**src/rtl/serial_rx_oversample.sv**
```systemverilog
// -----------------------------------------------------------------------------
// serial_rx_oversample
//   8N1 serial receiver, LSB first, 16x oversampling. An 8-bit prescaler
//   produces one oversample tick every DIV clocks. A 4-bit sample counter
//   locates the middle of the start bit (8 ticks in) and then every
//   16th tick after that for the data and stop bits.
//
// Parameters
//   DIV        clocks per oversample tick (1..255); bit period = 16*DIV clocks
//
// Ports
//   clk        system clock, rising edge
//   rst        synchronous active-high reset
//   rx         asynchronous serial line, idle high
//   data       last good received byte, held until the next good frame
//   valid      one-cycle pulse, data updated with a good frame
//   frame_err  one-cycle pulse, stop bit sampled low (data unchanged)
//   busy       high whenever the receiver is not idle
// -----------------------------------------------------------------------------
module serial_rx_oversample #(
  parameter int DIV = 4
) (
  input  logic       clk,
  input  logic       rst,
  input  logic       rx,
  output logic [7:0] data,
  output logic       valid,
  output logic       frame_err,
  output logic       busy
);

  typedef enum logic [1:0] {
    IDLE  = 2'd0,
    START = 2'd1,
    DATA  = 2'd2,
    STOP  = 2'd3
  } state_t;

  localparam logic [7:0] PLAST = 8'(DIV - 1);

  state_t     state;
  logic       sync1;
  logic       rx_s;
  logic       seen_high;
  logic [7:0] pcnt;
  logic [3:0] scnt;
  logic [2:0] bidx;
  logic [7:0] sh;
  logic       tick;

  // Oversample tick: last prescaler count while a frame is in progress.
  always_comb begin
    tick = 1'b0;
    if ((state != IDLE) && (pcnt == PLAST)) begin
      tick = 1'b1;
    end else begin
      tick = 1'b0;
    end
  end

  // Two-flop synchronizer on rx; resets to the idle (high) level.
  always_ff @(posedge clk) begin
    if (rst) begin
      sync1 <= 1'b1;
      rx_s  <= 1'b1;
    end else begin
      sync1 <= rx;
      rx_s  <= sync1;
    end
  end

  // Receiver FSM with prescaler, sample counter, shifter and registered outputs.
  always_ff @(posedge clk) begin
    if (rst) begin
      state     <= IDLE;
      seen_high <= 1'b0;
      pcnt      <= 8'd0;
      scnt      <= 4'd0;
      bidx      <= 3'd0;
      sh        <= 8'd0;
      data      <= 8'd0;
      valid     <= 1'b0;
      frame_err <= 1'b0;
      busy      <= 1'b0;
    end else begin
      valid     <= 1'b0;
      frame_err <= 1'b0;

      // Prescaler is parked at zero while idle so tick timing starts at START entry.
      if (state == IDLE) begin
        pcnt <= 8'd0;
      end else if (tick) begin
        pcnt <= 8'd0;
      end else begin
        pcnt <= pcnt + 8'd1;
      end

      if (tick) begin
        scnt <= scnt + 4'd1;
      end else begin
        scnt <= scnt;
      end

      case (state)
        IDLE: begin
          // seen_high only arms in IDLE, so a line left low after a bad
          // frame cannot look like a fresh falling edge.
          if (!rx_s && seen_high) begin
            state     <= START;
            busy      <= 1'b1;
            scnt      <= 4'd0;
            bidx      <= 3'd0;
            seen_high <= 1'b0;
          end else if (rx_s) begin
            seen_high <= 1'b1;
          end else begin
            seen_high <= seen_high;
          end
        end

        START: begin
          if (tick && (scnt == 4'd7)) begin
            scnt <= 4'd0;
            if (!rx_s) begin
              state <= DATA;
            end else begin
              // Glitch: line back high at mid start bit.
              state <= IDLE;
              busy  <= 1'b0;
            end
          end else begin
            state <= START;
          end
        end

        DATA: begin
          if (tick && (scnt == 4'd15)) begin
            sh   <= {rx_s, sh[7:1]};
            bidx <= bidx + 3'd1;
            scnt <= 4'd0;
            if (bidx == 3'd7) begin
              state <= STOP;
            end else begin
              state <= DATA;
            end
          end else begin
            state <= DATA;
          end
        end

        STOP: begin
          if (tick && (scnt == 4'd15)) begin
            if (rx_s) begin
              data  <= sh;
              valid <= 1'b1;
            end else begin
              frame_err <= 1'b1;
            end
            state <= IDLE;
            busy  <= 1'b0;
            scnt  <= 4'd0;
          end else begin
            state <= STOP;
          end
        end

        default: begin
          state <= IDLE;
          busy  <= 1'b0;
        end
      endcase
    end
  end

endmodule

```
**config.mk**
```make
export PLATFORM = sky130hd
export DESIGN_NAME = serial_rx_oversample
export DESIGN_NICKNAME = d
export VERILOG_FILES = /design/src/rtl/serial_rx_oversample.sv
export SDC_FILE = /design/constraint.sdc
export NUM_CORES = 1
export LEC_CHECK = 0
export ABC_CLOCK_PERIOD_IN_PS = 5170
export CAP_MARGIN = 15
export CORE_MARGIN = 4
export CORE_UTILIZATION = 25
export CTS_BUF_LIST = sky130_fd_sc_hd__clkbuf_16
export CTS_CLUSTER_DIAMETER = 150
export DETAILED_ROUTE_END_ITERATION = 7
export PLACE_DENSITY = 0.48
export SETUP_SLACK_MARGIN = 0.4
export SYNTH_ARGS = -nofsm -noshare
export SYNTH_HDL_FRONTEND = slang
export SYNTH_SLANG_ARGS = --single-unit
```
**constraint.sdc**
```tcl
create_clock -name clk -period 5.17 [get_ports clk]
set_clock_uncertainty 0.1 [all_clocks]
set_input_delay 0.7755 -clock clk [delete_from_list [all_inputs] [get_ports clk]]
set_output_delay 0.7755 -clock clk [all_outputs]
set_load 0.005 [all_outputs]
```
Word-level counts from Yosys, hierarchy flattened
Index checks and enable logic that the tools add are counted.
{ "totals": {"wordCells": 72, "ff_bits": 39, "output_inout_bits": 11, "input_bits": 3} }
{ "op_classes": {"n_eq_ne": 12, "n_bitwise": 2, "n_addsub": 3, "muxes": 25, "reduce_logical": 18} }
{ "ops": {"columns": ["cell", "count"], "rows": [
  ["4-bit 2-to-1 mux", 4],
  ["4-bit one-hot mux with 3 select lines", 1],
  ["1-bit 2-to-1 mux", 10],
  ["2-bit 2-to-1 mux", 5],
  ["8-bit by 1-bit adder with 8-bit output, second input constant", 1],
  ["8-bit by 2-bit == test with 1-bit output, second input constant", 1],
  ["2-bit != test, second input constant", 4],
  ["2-bit one-hot mux with 4 select lines", 1],
  ["3-bit 2-to-1 mux", 2],
  ["3-bit one-hot mux with 2 select lines", 1],
  ["3-bit AND reduction", 2],
  ["2-bit nonzero test", 3],
  ["3-bit OR reduction", 2],
  ["5-bit AND reduction", 1],
  ["4-bit by 1-bit adder with 4-bit output, second input constant", 1],
  ["2-bit == test, second input constant", 2],
  ["4-bit by 3-bit == test with 1-bit output, second input constant", 1],
  ["4-bit == test, second input constant", 1],
  ["1-bit logical AND", 4],
  ["2-bit AND reduction", 2],
  ["3-bit by 1-bit adder with 3-bit output, second input constant", 1],
  ["3-bit == test, second input constant", 1],
  ["1-bit one-hot mux with 3 select lines", 1],
  ["3-bit nonzero test", 1],
  ["6 further kinds", 7]
]} }

Depth between registers and ports, before layout
{ "depth": {"ltp_word": 6, "mapped_depth": 6, "mapped_depth_nobuf": 5} }

Least setup slack after synthesis
No wires, ideal clock.
{ "synth_path": {"path_kind": "flip-flop to flip-flop", "startpoint": "register pcnt[0]", "endpoint": "register data[0]", "stages_incl_launch_ff": 7, "path_buffers": 1, "synth_period_minus_slack_ps": 2128, "setup_ps": 128, "t_arrival_ps": 1901, "setup_slack_ps": 3042, "t_required_ps": 4942, "cell_sequence": "dfxtp_1 > ha_1 > or4b_4 > or4_1 > buf_6 > mux2i_1 > nor2_1"} }
{ "synth_via": {"elab_chain_cells": 5} }
{ "synth_rtl": {"columns": ["element", "line", "rtl"], "rows": [
  ["start, declared", "45", "logic [7:0] pcnt;"],
  ["start signal, assigned", "95", "pcnt <= pcnt + 8'd1;"],
  ["8-bit by 2-bit == test with 1-bit output", "54", "if ((state != IDLE) && (pcnt == PLAST)) begin"],
  ["1-bit logical AND", "54", null],
  ["1-bit 2-to-1 mux", "54", null],
  ["1-bit logical AND", "152", "if (tick && (scnt == 4'd15)) begin"],
  ["3-bit AND reduction (no line)", null, null],
  ["end signal, assigned", "154", "data <= sh;"],
  ["end, declared", "26", "output logic [7:0] data,"]
]} }
Every way passes these cells.
A chain may end at the register's enable or synchronous reset.

Final worst setup path
Same ends and word-level chain as after synthesis.

==> flow_metrics.env <==
export IMPL_run_status="completed"
export IMPL_vias=1269
export IMPL_finalWeightedCongestion=0.783
export IMPL_synth_edf_count=0
export IMPL_numPortBuffers=13
export IMPL_ys_async_sr_fraction_pct=0
export IMPL_synth_seq_cells=39
export IMPL_ios=14
export IMPL_syn_avg_cell_area_um2=9.03
export IMPL_max_freq_mhz=398
export IMPL_core_area_mm2=0.00639
export IMPL_final_hold_viol_count=0
export IMPL_worstSetupPathType="reg2reg"
export IMPL_slew_violations=0
export IMPL_synth_compound_area_share_pct=6.13
export IMPL_synth_fa_ha_area_share_pct=3.03
export IMPL_cts_tree="yes"
export IMPL_worst_pin_slew_ns=1.02
export IMPL_n_fill_cell=694
export IMPL_cts_setup_buffers=0
export IMPL_htreeDepth=2
export IMPL_yosysWarnings=0
export IMPL_clkTransAtPathRegs_ns=0.06
export IMPL_p_leak_nw=0.777
export IMPL_clk_path_buf_depth=2
export IMPL_grt_overflow_total=0
export IMPL_cp_end_kind="flip-flop"
export IMPL_syn_cell_area_mm2=0.00165
export IMPL_cts_root_buf="clkbuf_16"
export IMPL_grt_pass1_vias=1229
export IMPL_cts_buffers=5
export IMPL_first_pass_iters=4
export IMPL_start_util_pct=25.9
export IMPL_synth_mux_area_fraction_pct=10.3
export IMPL_post_drt_wl_per_cell_um=12.3
export IMPL_finalCritPeriodShare_pct=48.6
export IMPL_synthSimpleGateAreaFrac_pct=26.0
export IMPL_min_period_ns=2.51
export IMPL_ys_flop_type="dfxtp_1"
export IMPL_startpoint_type="flip-flop"
export IMPL_grt_max_degree=30
export IMPL_area_growth_pct=20.4
export IMPL_rows=29
export IMPL_peakVddDrop_v=0.000172
export IMPL_drt_vias_per_instance=4.65
export IMPL_die_y_um=89.3
export IMPL_layoutNonFillerInstCount=273
export IMPL_antennaDiodeCount=0
export IMPL_drive_above_1_share_pct=8.16
export IMPL_cts_sinks=39
export IMPL_critPathMaxFanout=8
export IMPL_cp_data_arrival_time_ns=2.55
export IMPL_fp_dieArea_mm2=0.00798
export IMPL_grtUsageTotal_pct=9.55
export IMPL_dpl_cell_count=265
export IMPL_final_cell_mix="dfxtp_1, nor2_1, nand3_1, mux2i_1, clkdlybuf4s50_1"
export IMPL_synth_fp_nets=190
export IMPL_layout_nets=202
export IMPL_drtIter0Drc=70
export IMPL_grt_setup_unrepaired="no"
export IMPL_fin_util_pct=31.2
export IMPL_synth_top_family_by_area="simple AND/OR/NAND/NOR gates"
export IMPL_multi_input_area_um2=812
export IMPL_antenna_found_initial=0
export IMPL_register_area_um2=781
export IMPL_drc=0
export IMPL_wirelength_mm=3.35
export IMPL_synth_cell_types=31
export IMPL_p_per_area_mw_per_mm2=314
export IMPL_drt_antenna_violating_nets=0
export IMPL_synth_xor_area_share_pct=3.71
export IMPL_min_path_type="reg2reg"
export IMPL_finalSetupViolCount=0
export IMPL_clkLatencyLatePin_ns=0.28
export IMPL_critPathRequiredTime_ns=5.20
export IMPL_dieWidth_um=89.3
export IMPL_maxCapViolCount=0
export IMPL_dp_hpwl_mm=2.23
export IMPL_power_mw=0.625
export IMPL_layout_commonest_cell="dfxtp_1"
export IMPL_synth_cells=183
export IMPL_cts_hold_buf=0
export IMPL_fin_setup_tns_ns=0
export IMPL_grt_pass1_wl_mm=5.80
export IMPL_cts_resized=0
export IMPL_synth_seq_area_share_pct=47.2
export IMPL_slew_headroom_pct=31.9
==> routing by layer <==
layer / vias up / wire length [um] / GRT usage, %
met5: - / 0 / 0
met4: 0 / 81 / 4.87
met3: 7 / 101 / 2.76
met2: 18 / 1490 / 14.1
met1: 586 / 1670 / 12.6
li1: 658 / - / -
==> final timing paths <==
check                           cells past startpoint  slack [ns]                from                    to
worst max-delay path                                5        2.66  pcnt[0]$_SDFF_PP0_  data[0]$_SDFFE_PP0P_
worst min-delay path                                1        0.31    sync1$_SDFF_PP1_       rx_s$_SDFF_PP1_
worst max register to register                      5        2.66  pcnt[0]$_SDFF_PP0_  data[0]$_SDFFE_PP0P_
worst min register to register                      1        0.31    sync1$_SDFF_PP1_       rx_s$_SDFF_PP1_
==> cell usage after synthesis (all sizes together), types with 5 or more instances <==
master,count,area share (%)
xor2,6,3.2
nor3,5,1.5
clkbuf,7,1.6
dfxtp,39,47
nand2,11,2.5
nand3,17,5.1
mux2i,17,10
or2,5,1.9
nor2,31,7.0
a21oi,8,2.4
==> stage by stage <==
stage	setup slack, ns	hold slack, ns	instance area (um^2)
CTS	2.64	0.312	1990
global placement	2.41	0.295	1840
finish	2.66	0.311	1990
detailed placement	2.41	0.297	1840
global route	2.51	0.324	1990
floorplan	3.04	0.289	1650
==> registers in the layout, summed over array words and instances, names as in the netlist, 2 cells and up <==
signal	cells
pcnt	8
sh	8
state	2
data	8
scnt	4
bidx	3
==> cells by family (layout without fill, tap and decap cells) <==
group / Yosys count / after routing
and+or+nand+nor: 86 / 86
AOI/OAI and AO/OA: 17 / 17
muxes: 17 / 17
xor gates and xnor gates: 7 / 7
adders and majority gates: 4 / 4
DFF: 39 / 39
buffers and inverters: 13 / 26
==> cell type report <==
| class | count | area share (%) |
|---|---|---|
| sequential | 39 | 39.2 |
| tap | 77 | 4.84 |
| inverter | 4 | 0.754 |
| clock buffer | 5 | 6.29 |
| clock inverter | 3 | 1.19 |
| timing repair buffer | 14 | 6.91 |
| multi-input combinational | 131 | 40.8 |
==> critical path, cell delays in order, from the launching register on <==
cell and delay, ns:
dfxtp_1 0.40, ha_1 0.28, or4b_4 0.53, or4_1 0.75, mux2i_1 0.24, nor2_1 0.06
==> power by group <==
part	total, mW	switching, mW	internal [mW]	leakage (nW)
Sequential	0.305	0.00240	0.303	0.315
Clock	0.309	0.129	0.180	0.0664
Combinational	0.0116	0.00698	0.00462	0.395
Total	0.625	0.138	0.487	0.777
(Power assumes the default switching activity.)
==> patch: new RTL, config.mk and constraints unchanged <==
Put one more register stage on the output `frame_err`, cleared by the reset. The value now appears one clock later. The other outputs are not delayed to match. Comments in the files are not updated.
--- a/src/rtl/serial_rx_oversample.sv
+++ b/src/rtl/serial_rx_oversample.sv
@@ -39,2 +39,4 @@
   localparam logic [7:0] PLAST = 8'(DIV - 1);
+
+  logic frame_err_s0;
 
@@ -82,3 +84,3 @@
       valid     <= 1'b0;
-      frame_err <= 1'b0;
+      frame_err_s0 <= 1'b0;
       busy      <= 1'b0;
@@ -86,3 +88,3 @@
       valid     <= 1'b0;
-      frame_err <= 1'b0;
+      frame_err_s0 <= 1'b0;
 
@@ -156,3 +158,3 @@
             end else begin
-              frame_err <= 1'b1;
+              frame_err_s0 <= 1'b1;
             end
@@ -174,2 +176,10 @@
 
+  always_ff @(posedge clk) begin
+    if (rst) begin
+      frame_err <= '0;
+    end else begin
+      frame_err <= frame_err_s0;
+    end
+  end
+
 endmodule
Behaviour: same outputs for any inputs over 10 cycles, from zero or initial values and one cycle with rst high; that may be too few to reach the edited logic, so the function may still have changed.
==> patch against the original RTL <==
  * Final area is 2.7% higher
  * Setup slack lost 0.21 ns
  * Sequential cell count grew 1
  * Synthesized area up 4.6%
  * Power down 0.28%
  * Combinational power increased by 13%
  * Hold slack worse by 0.0020 ns
  * Global-route usage shrank 0.40 points
  * Wire length is 3.6% higher
  * Critical path type is now input port to register
  * Critical endpoint is now state[0]
==> patch: results (changes against the original RTL) <==
[yosys]
synth_compound_area_frac = 0.1230  ; +0.06169
seq_area_frac_synth = 0.4631  ; -0.009272
syn-num-nets = 198  ; +4.2%
synthXorXnorAreaFrac = 0.03546  ; -0.001637
synth_cell_types = 36  ; +16%
synthMuxAreaShare = 0.04631  ; -0.05664
ys_top_cells_by_area = dfxtp_1 46%, nand3_1 6.7%, nor2_1 4.8%
synth_common_cells = 40 x dfxtp_1, 23 x nand3_1, 22 x nor2_1
synth_adder_area_share = 0.02894  ; -0.001337
ys.flop_type = dfxtp_1

[global_routing]
antenna_found_initial = 0  ; unchanged
grt_pass1_wl_um = 6230  ; +7.4%
grt_max_degree = 30  ; unchanged
track_usage = 0.09157  ; -0.003956

[layout]
diodes = 0  ; unchanged
drive_above_1_share = 0.07463  ; -0.007006
reg_top3 = data x8, pcnt x8, sh x8
final_nets = 207  ; +2.5%

[pwr]
p_leak_nw = 0.7618  ; -1.9%
ir_drop_v = 0.0001216  ; -29%

[drt]
drt_first_pass_iters = 4  ; unchanged
vias = 1328  ; +4.6%
wl_per_cell_um = 12.33  ; +0.61%
drt_iter0_markers = 46  ; -34%

[cts]
path_clk_slew_ns = 0.06  ; about the same
cts-resized-gates = 0  ; unchanged
cts_buffers = 5  ; unchanged
htreeDepth = 2  ; unchanged
clk_latency_ns = 0.28  ; about the same
post_cts_buffers = 0  ; unchanged

[placement]
post-dp-hpwl_um = 2457  ; +10%
io_buffers = 13  ; unchanged
placed_area_mm2 = 0.001901  ; +3.2%
gp_congestion = 0.8207  ; +4.8%

[sta]
relSlewSlack = 0.3277  ; +0.008631
hold_viol_final = 0  ; unchanged

[worst_setup_path]
arrival_ns = 2.75  ; +0.20 ns
cp_max_fo = 29  ; +21

[worst_hold_path]
hold_class = register to register

[run_status]
status = complete, no violations

==> patch: cell families after synthesis <==
family	after synthesis
AOI/OAI and AO/OA	36
xor gates and xnor gates	7
muxes	8
buffers and inverters	15
DFF	40
and+or+nand+nor	81
adders and majority gates	4
==> patch: critical path: stages <==
cell and delay (ns):
clkdlybuf4s50_1 1.13, inv_1 0.25, and4_1 0.29, o31ai_2 0.20, o41ai_1 0.10
==> patch: cell type report <==
class | instances | area [µm²]
fillers | 741 | 4712
multi-input cells | 136 | 854.6
flip-flops and latches | 40 | 800.8
repair buffers | 13 | 130.1
clock buffers | 5 | 125.1
well taps | 80 | 100.1
clock inverters | 3 | 18.77
inverters | 4 | 15.01
==> patch: per-stage QoR <==
| stage | power [mW] | worst slack (ns) | cells |
|---|---|---|---|
| final | 0.6237 | 2.447 | 281 |
| after global routing | 0.6505 | 2.197 | 281 |
| after CTS | 0.6367 | 2.420 | 281 |
| after detailed placement | 0.3329 | 2.138 | 273 |
| after global placement | 0.3332 | 2.141 | 273 |
| after floorplan | 0.3286 | 3.407 | 191 |
==> patch: report_power, final <==
part / switching [mW] / leakage (nW) / total [mW] / internal [mW]
sequential: 0.00258 / 0.323 / 0.313 / 0.310
clock: 0.121 / 0.0635 / 0.298 / 0.177
combinational: 0.00817 / 0.375 / 0.0131 / 0.00495
==> patch: metal layers <==
layer | track usage | share of wire
met3 | 0.02817 | 0.037
met1 | 0.1252 | 0.51
met4 | 0.03015 | 0.0087
met2 | 0.1367 | 0.44
met5 | 0 | 0
==> patch: final timing paths <==
| check | startpoint | to | slack, ns | depth (start not counted) |
|---|---|---|---|---|
| max reg2reg | pcnt[0] | scnt[3] | 3.08 | 5 |
| max | rst | state[0] | 2.45 | 5 |
| min | sync1 | rx_s | 0.31 | 1 |
| min reg2reg | sync1 | rx_s | 0.31 | 1 |
